===== src/rtl/dm_access_ctrl.sv =====
// Load/store sequencer between the MEM-stage request and a byte-wide data memory.
// Splits half/word stores into big-endian byte writes and extends byte/half loads.
module dm_access_ctrl #(
    parameter int MEM_SIZE = 128
) (
    input  logic        clk,
    input  logic        rst_n,
    input  logic        req_valid,
    input  logic        req_write,
    input  logic [1:0]  req_size,
    input  logic        req_unsigned,
    input  logic [31:0] req_addr,
    input  logic [31:0] req_wdata,
    output logic        req_ready,
    output logic        resp_valid,
    output logic [31:0] resp_rdata,
    output logic        resp_err,
    output logic [31:0] dm_addr,
    output logic [31:0] dm_wdata,
    output logic        dm_write,
    output logic        dm_read,
    input  logic [31:0] dm_rdata
);

    localparam logic [1:0] IDLE  = 2'b00;
    localparam logic [1:0] READ  = 2'b01;
    localparam logic [1:0] WRITE = 2'b10;
    localparam logic [1:0] RESP  = 2'b11;

    logic [1:0]  state;
    logic [1:0]  byteCnt;
    logic [31:0] addrReg;
    logic [31:0] wdataReg;
    logic [31:0] rdataReg;
    logic [1:0]  sizeReg;
    logic        unsignedReg;
    logic        errReg;

    logic [1:0]  reqLastIdx;
    logic [32:0] reqEndAddr;
    logic        reqErr;
    logic        accept;
    logic [1:0]  lastIdx;
    logic [1:0]  byteSel;
    logic        signFill;
    logic [31:0] loadData;

    assign req_ready = (state == IDLE);
    assign accept    = req_valid && req_ready;

    // Request decode; the end address is formed one bit wider so a range check near 2^32 cannot wrap.
    always_comb begin
        // NOTE: every combinational output gets a default first so no path can infer a latch.
        reqLastIdx = 2'd0;
        case (req_size)
            2'b01:   reqLastIdx = 2'd1;
            2'b10:   reqLastIdx = 2'd3;
            default: reqLastIdx = 2'd0;
        endcase
        reqEndAddr = {1'b0, req_addr} + {31'b0, reqLastIdx};
        reqErr = (req_size == 2'b11)
              || ((req_size == 2'b01) && req_addr[0])
              || ((req_size == 2'b10) && (req_addr[1:0] != 2'b00))
              || (reqEndAddr >= 33'(MEM_SIZE));
    end

    always_comb begin
        lastIdx = 2'd0;
        case (sizeReg)
            2'b01:   lastIdx = 2'd1;
            2'b10:   lastIdx = 2'd3;
            default: lastIdx = 2'd0;
        endcase
        byteSel  = lastIdx - byteCnt;
        signFill = 1'b0;
        loadData = dm_rdata;
        case (sizeReg)
            2'b00: begin
                signFill = !unsignedReg && dm_rdata[31];
                loadData = {{24{signFill}}, dm_rdata[31:24]};
            end
            2'b01: begin
                signFill = !unsignedReg && dm_rdata[31];
                loadData = {{16{signFill}}, dm_rdata[31:16]};
            end
            default: loadData = dm_rdata;
        endcase
    end

    always_ff @(posedge clk) begin
        // NOTE: sequential state uses non-blocking assignments so every register samples pre-edge values.
        if (!rst_n) begin
            state       <= IDLE;
            byteCnt     <= 2'd0;
            addrReg     <= 32'd0;
            wdataReg    <= 32'd0;
            rdataReg    <= 32'd0;
            sizeReg     <= 2'd0;
            unsignedReg <= 1'b0;
            errReg      <= 1'b0;
        end else begin
            case (state)
                IDLE: begin
                    if (accept) begin
                        addrReg     <= req_addr;
                        wdataReg    <= req_wdata;
                        sizeReg     <= req_size;
                        unsignedReg <= req_unsigned;
                        errReg      <= reqErr;
                        rdataReg    <= 32'd0;
                        byteCnt     <= 2'd0;
                        if (reqErr)         state <= RESP;
                        else if (req_write) state <= WRITE;
                        else                state <= READ;
                    end
                end
                READ: begin
                    rdataReg <= loadData;
                    state    <= RESP;
                end
                WRITE: begin
                    if (byteCnt == lastIdx) state   <= RESP;
                    else                    byteCnt <= byteCnt + 2'd1;
                end
                default: state <= IDLE;
            endcase
        end
    end

    // Memory and response buses are pure functions of state, so they are quiet outside their phases.
    always_comb begin
        dm_read    = 1'b0;
        dm_write   = 1'b0;
        dm_addr    = 32'd0;
        dm_wdata   = 32'd0;
        resp_valid = 1'b0;
        resp_rdata = 32'd0;
        resp_err   = 1'b0;
        case (state)
            READ: begin
                dm_read = 1'b1;
                dm_addr = addrReg;
            end
            WRITE: begin
                dm_write = 1'b1;
                dm_addr  = addrReg + {30'd0, byteCnt};
                case (byteSel)
                    2'd0:    dm_wdata = {24'd0, wdataReg[7:0]};
                    2'd1:    dm_wdata = {24'd0, wdataReg[15:8]};
                    2'd2:    dm_wdata = {24'd0, wdataReg[23:16]};
                    default: dm_wdata = {24'd0, wdataReg[31:24]};
                endcase
            end
            RESP: begin
                resp_valid = 1'b1;
                resp_rdata = rdataReg;
                resp_err   = errReg;
            end
            default: ;
        endcase
    end

endmodule

===== config.mk =====
export PLATFORM = sky130hd
export DESIGN_NAME = dm_access_ctrl
export DESIGN_NICKNAME = d
export VERILOG_FILES = /design/src/rtl/dm_access_ctrl.sv
export SDC_FILE = /design/constraint.sdc
export NUM_CORES = 1
export LEC_CHECK = 0
export CORE_ASPECT_RATIO = 1.5
export CORE_MARGIN = 2
export CORE_UTILIZATION = 40
export DETAILED_ROUTE_END_ITERATION = 10
export PLACE_DENSITY = 0.7
export SYNTH_ARGS = -nofsm -noshare
export SYNTH_HDL_FRONTEND = slang
export SYNTH_SLANG_ARGS = --single-unit

===== constraint.sdc =====
create_clock -name clk -period 7.8 [get_ports clk]
set_input_delay 0.78 -clock clk [delete_from_list [all_inputs] [get_ports clk]]
set_output_delay 0.78 -clock clk [all_outputs]
set_load 0.02 [all_outputs]

# ---- Word level (Yosys, flattened, before mapping)
# Index checks and enable logic that the tools add are counted.
dict set report word_totals {
  register_bits 104
  elab_cells 66
}
dict set report op_classes {
  n_eq_ne 14
  reduce_logical 18
  mux 21
  magnitude_cmp 1
  addsub 4
}
# op count
set op_table {}
lappend op_table {{$pmux W32 S2} 3}
lappend op_table {{$mux W32} 2}
lappend op_table {{$add A32 B2 Y33} 1}
lappend op_table {{$ge A33 B8 Y1 const B} 1}
lappend op_table {{$add A32 B2 Y32} 1}
lappend op_table {{$pmux W8 S3} 1}
lappend op_table {{$eq A2 B2 Y1 const B} 6}
lappend op_table {{$mux W2} 6}
lappend op_table {{$pmux W2 S2} 3}
lappend op_table {{$eq A2 B1 Y1 const B} 4}
lappend op_table {{$mux W8} 1}
lappend op_table {{$logic_not A2 Y1} 3}
lappend op_table {{$pmux W2 S3} 1}
lappend op_table {{$reduce_and A2 Y1} 3}
lappend op_table {{$reduce_bool A2 Y1} 3}
lappend op_table {{$logic_and A1 B1 Y1} 4}
lappend op_table {{$mux W1} 4}
lappend op_table {{$ne A2 B2 Y1 const B} 2}
lappend op_table {{$logic_or A1 B1 Y1} 3}
lappend op_table {{$reduce_and A3 Y1} 1}
lappend op_table {{$add A2 B1 Y2 const B} 1}
lappend op_table {{$eq A2 B2 Y1} 1}
lappend op_table {{$ne A2 B1 Y1 const B} 1}
lappend op_table {{$sub A2 B2 Y2} 1}
lappend op_table {{$logic_not A1 Y1} 1}

# ---- Longest topological paths before layout
# Gate-level depths: netlist of run 1.
dict set report logic_depth {
  word_depth 8
  depth_mapped 12
  depth_no_buf 12
}

# ---- Least setup slack after synthesis of run 1
# Ideal clock, no wire load.
dict set report synth_timing {
  kind {in2reg}
  start {in req_size[0]}
  end {reg errReg}
  setup_ns 0.128
  arrival_time_ns 3.179
  slack_ns 4.493
  required_time_ns 7.672
  path_stages 12
  cell_sequence {inv_1 ha_1 inv_1 ha_1 fa_1 and2_1 or3_1 a21boi_0 a31oi_1 or4_4 nor4_4 a21oi_1}
}
dict set report synth_via {
  elab_chain_cells 5
  word_cells_on_any_way 11
}
# element line_no
set synth_rtl {}
lappend synth_rtl {{start: declaration} 10} ;# input logic [1:0] req_size,
lappend synth_rtl {{$eq A2 B2 Y1 or $eq A2 B1 Y1 (tied branches)} {55, 63, 62}}
lappend synth_rtl {{$pmux W2 S2 or $logic_and A1 B1 Y1 (tied branches)} {55, 62}}
lappend synth_rtl {{$add A32 B2 Y33 or $logic_or A1 B1 Y1 (tied branches)} {60, 62}}
lappend synth_rtl {{$ge A33 B8 Y1 or $logic_or A1 B1 Y1 (tied branches)} {64, 63}}
lappend synth_rtl {{$logic_or A1 B1 Y1 *} 64} ;# || (reqEndAddr >= 33'(MEM_SIZE));
lappend synth_rtl {{end signal: assignment} 109} ;# errReg <= reqErr;
lappend synth_rtl {{end: declaration} 37} ;# logic errReg;
# Mark *: on every way between the ends. The rest lies on a longest branch, timed or not.
# A chain may end at the register's enable or synchronous reset.

# ---- Worst setup path in the final report of run 1
dict set report layout_timing {
  start {reg byteCnt[1]}
  end {out dm_addr[29]}
}
dict set report layout_via {
  elab_chain_cells 2
}
# element line_no
set layout_rtl {}
lappend layout_rtl {{start: declaration} 31} ;# logic [1:0] byteCnt;
lappend layout_rtl {{start signal: assignment} 123} ;# else byteCnt <= byteCnt + 2'd1;
lappend layout_rtl {{$add A32 B2 Y32} 146} ;# dm_addr = addrReg + {30'd0, byteCnt};
lappend layout_rtl {{$pmux W32 S2} 139} ;# case (state)
lappend layout_rtl {{end: declaration} 18} ;# output logic [31:0] dm_addr,
# No other way between the ends.

==> results of run 1 <==
-- cells in the final DEF, fill, tap and decap left out, types with 11 or more instances in the layout --
master           synthesis  routed
a22oi_1                 18      18
dfxtp_1                104     104
inv_1                   14      14
a21boi_1                14      14
nand3_1                 31      31
o21ai_0                 50      50
a21boi_0                78      78
ha_1                    15      15
a21oi_1                 54      53
nor3_1                  14      14
clkdlybuf4s50_1          0     178
nand2_1                193     192
nor2b_1                 26      26
and2_1                  59      58
nor2_1                  25      25
conb_1                   1      24
nand4_1                 11      11
-- logic make-up (layout without fill, tap and decap cells) --
kind of cell / Yosys count / after routing
other cells: 1 / 24
mux: 13 / 13
simple gates: 414 / 414
fa+ha+maj: 17 / 17
flops: 104 / 104
buf+inv: 98 / 215
xor+xnor: 15 / 15
compound gates: 250 / 250
-- metal layers --
| metal | GRT usage (%) | wire length (um) | vias up |
|---|---|---|---|
| met4 | 8.08 | 497 | 0 |
| met2 | 41.4 | 10800 | 206 |
| li1 | - | - | 3397 |
| met1 | 23.9 | 8230 | 3151 |
| met3 | 3.49 | 944 | 31 |
| met5 | 0 | 0 | - |
-- state kept, by name, indices dropped and copies added, names as in the netlist --
name and count:
byteCnt 2, errReg 1, sizeReg 2, unsignedReg 1, wdataReg 32, state 2
addrReg 32, rdataReg 32
-- worst min-delay path, stage by stage, from the launching register on --
cell and delay, ns:
dfxtp_1 0.31, nand2_1 0.05, a21boi_1 0.05
-- where the power goes --
| part | switching [uW] | leakage, uW | total, uW | internal [uW] |
|---|---|---|---|---|
| combinational | 533 | 0.00216 | 870 | 338 |
| sequential | 75.7 | 0.000849 | 703 | 627 |
| clock | 216 | 0.000138 | 438 | 222 |
| total | 824 | 0.00314 | 2010 | 1190 |
-- area by class of cell --
| type | instances | area (um2) |
|---|---|---|
| sequential | 104 | 2080 |
| clock buffer | 10 | 229 |
| timing repair buffer | 185 | 1830 |
| clock inverter | 6 | 48.8 |
| tap | 210 | 263 |
| multi-input combinational | 733 | 4420 |
| inverter | 14 | 52.6 |
| fill | 1669 | 7910 |
-- metrics by stage --
stage	hold WS [ns]	setup slack [ns]	power, uW
final	0.445	3.52	2010
after floorplan	0.426	4.49	1300
after global placement	0.433	3.82	1570
after detailed placement	0.439	3.75	1590
after global routing	0.467	3.33	2140
after CTS	0.450	3.54	2030
-- final timing paths --
path | startpoint | end | slack [ns] | cells after the start
setup reg to reg | state[1] | rdataReg[16] | 4.25 | 6
hold reg to reg | rdataReg[23] | rdataReg[23] | 0.45 | 2
hold / removal | rdataReg[23] | rdataReg[23] | 0.45 | 2
setup / recovery | byteCnt[1] | dm_addr[29] | 3.52 | 9
==> results.yml, run 1 <==
power:
  p_per_area_nw_per_um2: 225
  peakVddDrop_mv: 0.164
  p_leak_uw: 0.00314
status:
  outcome: "completed"
grt:
  grt_pass1_vias: 6386
  antenna_found_initial: 0
  grt_first_pass_wirelength_mm: 32.2
  grt_start_max_net_pins: 105
  grt_overflow: 0
  grt.total_usage_pct: 21.6
placement:
  dp_cells: 1246
  dp_hpwl_mm: 14.8
  io_buffers: 179
  finalWeightedCongestion: 0.902
  placed_area_um2: 8650
die:
  ios: 204
  dieArea_um2: 18300
  dieWidth_um: 111
  num_rows: 58
  die_h_um: 165
  start_util_pct: 40.8
  core_um2: 16800
yosys:
  synth-xor-area-share_pct: 2.02
  yosys_warnings: 0
  syn_area_per_cell_um2: 7.54
  yosysSeqAreaShare_pct: 30.3
  yosysTopAreaCell: "dfxtp_1"
  async_reset_ff_share_pct: 0
  synth.distinct_cells: 63
  ys.flop_type: "dfxtp_1"
  syn_area_um2: 6870
  synth_top_area_share_pct: 30.3
  synth_enable_flop_cells: 0
  yosys-top-cells-count: "nand2_1 (193), dfxtp_1 (104), a21boi_0 (78), and2_1 (59), clkbuf_1 (55)"
  synth_fa_ha_area_share_pct: 3.31
  synth_top_family_by_area: "simple AND/OR/NAND/NOR gates"
  yosys.area_share.simple_pct: 30.5
  synth_most_common_cell: "nand2_1"
  synth_seq_cells: 104
  synth.area.top_cells: "dfxtp_1 (30%), nand2_1 (11%), a21boi_0 (8.5%)"
  syn-instance-count: 912
  synth_compound_gate_area_share_pct: 23.7
  synth_mux_area_share_pct: 3.37
clock_tree:
  cts_buffers: 9
  cts_buffer_depth: 2
  cts.sink_count: 104
  cts_resized: 0
  cts_setup_buffers: 0
  root_buffer: "clkbuf_16"
  clk_latency_ns: 0.35
  hold_buffers: 0
  cts_tree: "yes"
  cts_max_level: 3
  clkTransAtPathRegs_ns: 0.08
final_layout:
  fin_util_pct: 53.0
  syn2layout_area_growth_pct: 29.9
  layout.cells.non_filler: 1262
  drive_above_1_share_pct: 4.28
  fin_nets: 1167
  diodes: 0
  fin_area_um2: 8930
sta:
  worst_pin_slew_ns: 1.20
  hold_viol: 0
  setup_viol: 0
  drv_slew: 0
  fin_skew_ns: 0.0131
  fin_crit_ns: 4.28
  post-route-period-util_pct: 54.9
  rsz0062_at_grt: "no"
  fin_setup_tns_ns: 0
  relSlewSlack_pct: 19.8
  max_freq_mhz: 234
setup_path:
  cp_slowest_stage_delay_ns: 0.62
  path_cells: "ha_1 -> a21oi_1 -> nor2_1 -> nand4_1 -> nor4_4 -> nand3_1 -> or3_1 -> a21boi_1 -> clkdlybuf4s50_1"
  crit_fanout: 7
  crit_family: "simple AND/OR/NAND/NOR gates"
  startpoint_type: "flop"
  worst_path_max_delay_cell: "clkdlybuf4s50_1"
  cp.arrival_ns: 3.50
  cp.buffers_inverters: 1
  cp-end-kind: "output port"
  cp_data_required_time_ns: 7.02
  crit_type: "flop to output port"
drt:
  vias_per_cell: 5.38
  wl_mm: 20.5
  ant_nets: 0
  drtIter0Drc: 436
  vias: 6785
  drc_errors: 0
  routedWlPerCell_um: 16.2
  drtPass1Iterations: 5
worst_hold_path:
  min_path_type: "flop to flop"
job:
  max_cap_violations: 0
No activity file was read; power rests on OpenSTA's default activity.
==> inputs of run 2 (changes only) <==
==> constraint.sdc (replaced) <==
create_clock -name clk -period 4.3 [get_ports clk]
set_input_delay 0.43 -clock clk [delete_from_list [all_inputs] [get_ports clk]]
set_output_delay 0.43 -clock clk [all_outputs]
set_load 0.02 [all_outputs]
==> run 2 against run 1 <==
Compared with the run above:
- setup slack worse by 3.0 ns
- hold slack gained 0.0023 ns
- final area is 0.43% higher
- utilization up 0.23 points
- register-to-register slack worse by 2.7 ns
- wire length grew 0.95%
- die area unchanged
- first-iteration DRC count increased by 14%
- sequential share of layout area is 0.10 points lower
- critical path type unchanged
- largest cell class unchanged
==> results.yml, run 2 (synthesized netlist as in run 1, its figures left out) <==
status:
  outcome: "completed"
final_layout:
  syn2layout_area_growth_pct: 30.4
  diodes: 0
  final_common_cell: "nand2_1"
  final_cell_mix: "nand2_1 (192), clkdlybuf4s50_1 (178), dfxtp_1 (104)"
  layout.cells.non_filler: 1267
  multiInputGateArea_um2: 4420
  reg_top3: "addrReg (32), rdataReg (32), wdataReg (32)"
  regArea_um2: 2080
  fin_nets: 1172
  num-fill-cells: 1690
  drive_above_1_share_pct: 4.73
setup_path:
  cp-end-kind: "output port"
  crit_type: "flop to output port"
  ff2ff_setup_slack_ns: 1.60
  startpoint_type: "flop"
  cp.arrival_ns: 3.38
  crit_fanout: 5
  cp_data_required_time_ns: 3.87
sta:
  relSlewSlack_pct: 27.6
  rsz0062_at_grt: "no"
  hold_viol: 0
  setup_viol: 0
  max_freq_mhz: 262
  fin_skew_ns: 0.0120
  worst_pin_slew_ns: 1.09
  hold-worst-slack_ns: 0.448
  drv_slew: 0
  post-route-period-util_pct: 88.7
  fin_crit_ns: 3.81
  fin_setup_tns_ns: 0
drt:
  drtIter0Drc: 499
  vias: 6873
  wl_mm: 20.7
  ant_nets: 0
  routedWlPerCell_um: 16.3
  drc_errors: 0
  vias_per_cell: 5.42
  drtPass1Iterations: 5
clock_tree:
  cts_max_level: 3
  clkTransAtPathRegs_ns: 0.07
  cts_buffers: 9
  cts.sink_count: 104
  root_buffer: "clkbuf_16"
  cts_buffer_depth: 2
  clk_latency_ns: 0.35
  cts_tree: "yes"
  cts_resized: 0
  hold_buffers: 0
  cts_setup_buffers: 0
die:
  core_um2: 16800
  num_rows: 58
  dieArea_um2: 18300
  start_util_pct: 40.8
  die_h_um: 165
  ios: 204
  dieWidth_um: 111
power:
  pwr-share-seq_pct: 34.7
  p_per_area_nw_per_um2: 410
  p_clk_share_pct: 21.8
  switching_power_uw: 1510
  total_power_uw: 3680
  internal_power_uw: 2170
  combPwrFrac_pct: 43.5
  peakVddDrop_mv: 0.289
  switching_share_pct: 41.0
  p_leak_uw: 0.00317
worst_hold_path:
  min_path_type: "flop to flop"
grt:
  grt_first_pass_wirelength_mm: 33.3
  grt_pass1_vias: 6578
  antenna_found_initial: 0
  grt_overflow: 0
  grt_start_max_net_pins: 69
  grt.total_usage_pct: 22.3
placement:
  io_buffers: 179
  finalWeightedCongestion: 0.901
  dp_hpwl_mm: 15.1
  dp_cells: 1251
job:
  max_cap_violations: 0
[run 2: cell types whose count changed in the layout (fill, tap and decap cells not counted)]
cell        delta
buf_4          +5
clkinv_4       -1
clkinvlp_4     +1
inv_6          -1
inv_8          +1
[run 2: final timing paths]
kind / start / endpoint / depth (start not counted)
min: rdataReg[27] / rdataReg[27] / 2
max reg2reg: sizeReg[0] / state[1] / 10
max: byteCnt[0] / dm_addr[28] / 9
min reg2reg: rdataReg[27] / rdataReg[27] / 2
[run 2: layout make-up]
| type | instances | area share, % |
|---|---|---|
| flip-flops and latches | 104 | 23.2 |
| well taps | 210 | 2.93 |
| inverters | 14 | 0.586 |
| clock buffers | 10 | 2.55 |
| multi-input cells | 733 | 49.3 |
| repair buffers | 190 | 20.8 |
| clock inverters | 6 | 0.558 |
[run 2: critical path: stages, from the launching register on]
cell,delay (ns)
dfxtp_1,0.44
ha_1,0.24
fa_1,0.25
and4_1,0.36
nand4_1,0.22
nor4_2,0.47
nand3_1,0.15
xor2_1,0.17
o2bb2ai_1,0.12
clkdlybuf4s50_1,0.61
[run 2: layer usage]
metal | GRT usage [%] | vias up | part of all wire [%] | wire length (um)
met3 | 3.38 | 37 | 5.6 | 1160
met5 | 0 | - | 0 | 0
met2 | 41.2 | 237 | 52 | 10800
li1 | - | 3397 | - | -
met1 | 25.7 | 3202 | 40 | 8240
met4 | 9.20 | 0 | 2.6 | 544
[run 2: power by group through the flow]
stage | logic (uW) | clock network [uW] | registers [uW]
after floorplan | 1100 | 0 | 1250
final | 1600 | 801 | 1280
after detailed placement | 1610 | 0 | 1300
after CTS | 1610 | 822 | 1270
after global routing | 1770 | 861 | 1300
after global placement | 1590 | 0 | 1290
[run 2: stage by stage]
| step | setup slack (ns) | utilization, % | cell area (um2) |
|---|---|---|---|
| finish | 0.486 | 53.3 | 8970 |
| global route | 0.257 | 53.3 | 8970 |
| CTS | 0.473 | 53.3 | 8970 |
| detailed placement | 0.564 | 51.6 | 8690 |
| global placement | 0.668 | 51.6 | 8690 |
| floorplan | 1.34 | - | 6960 |
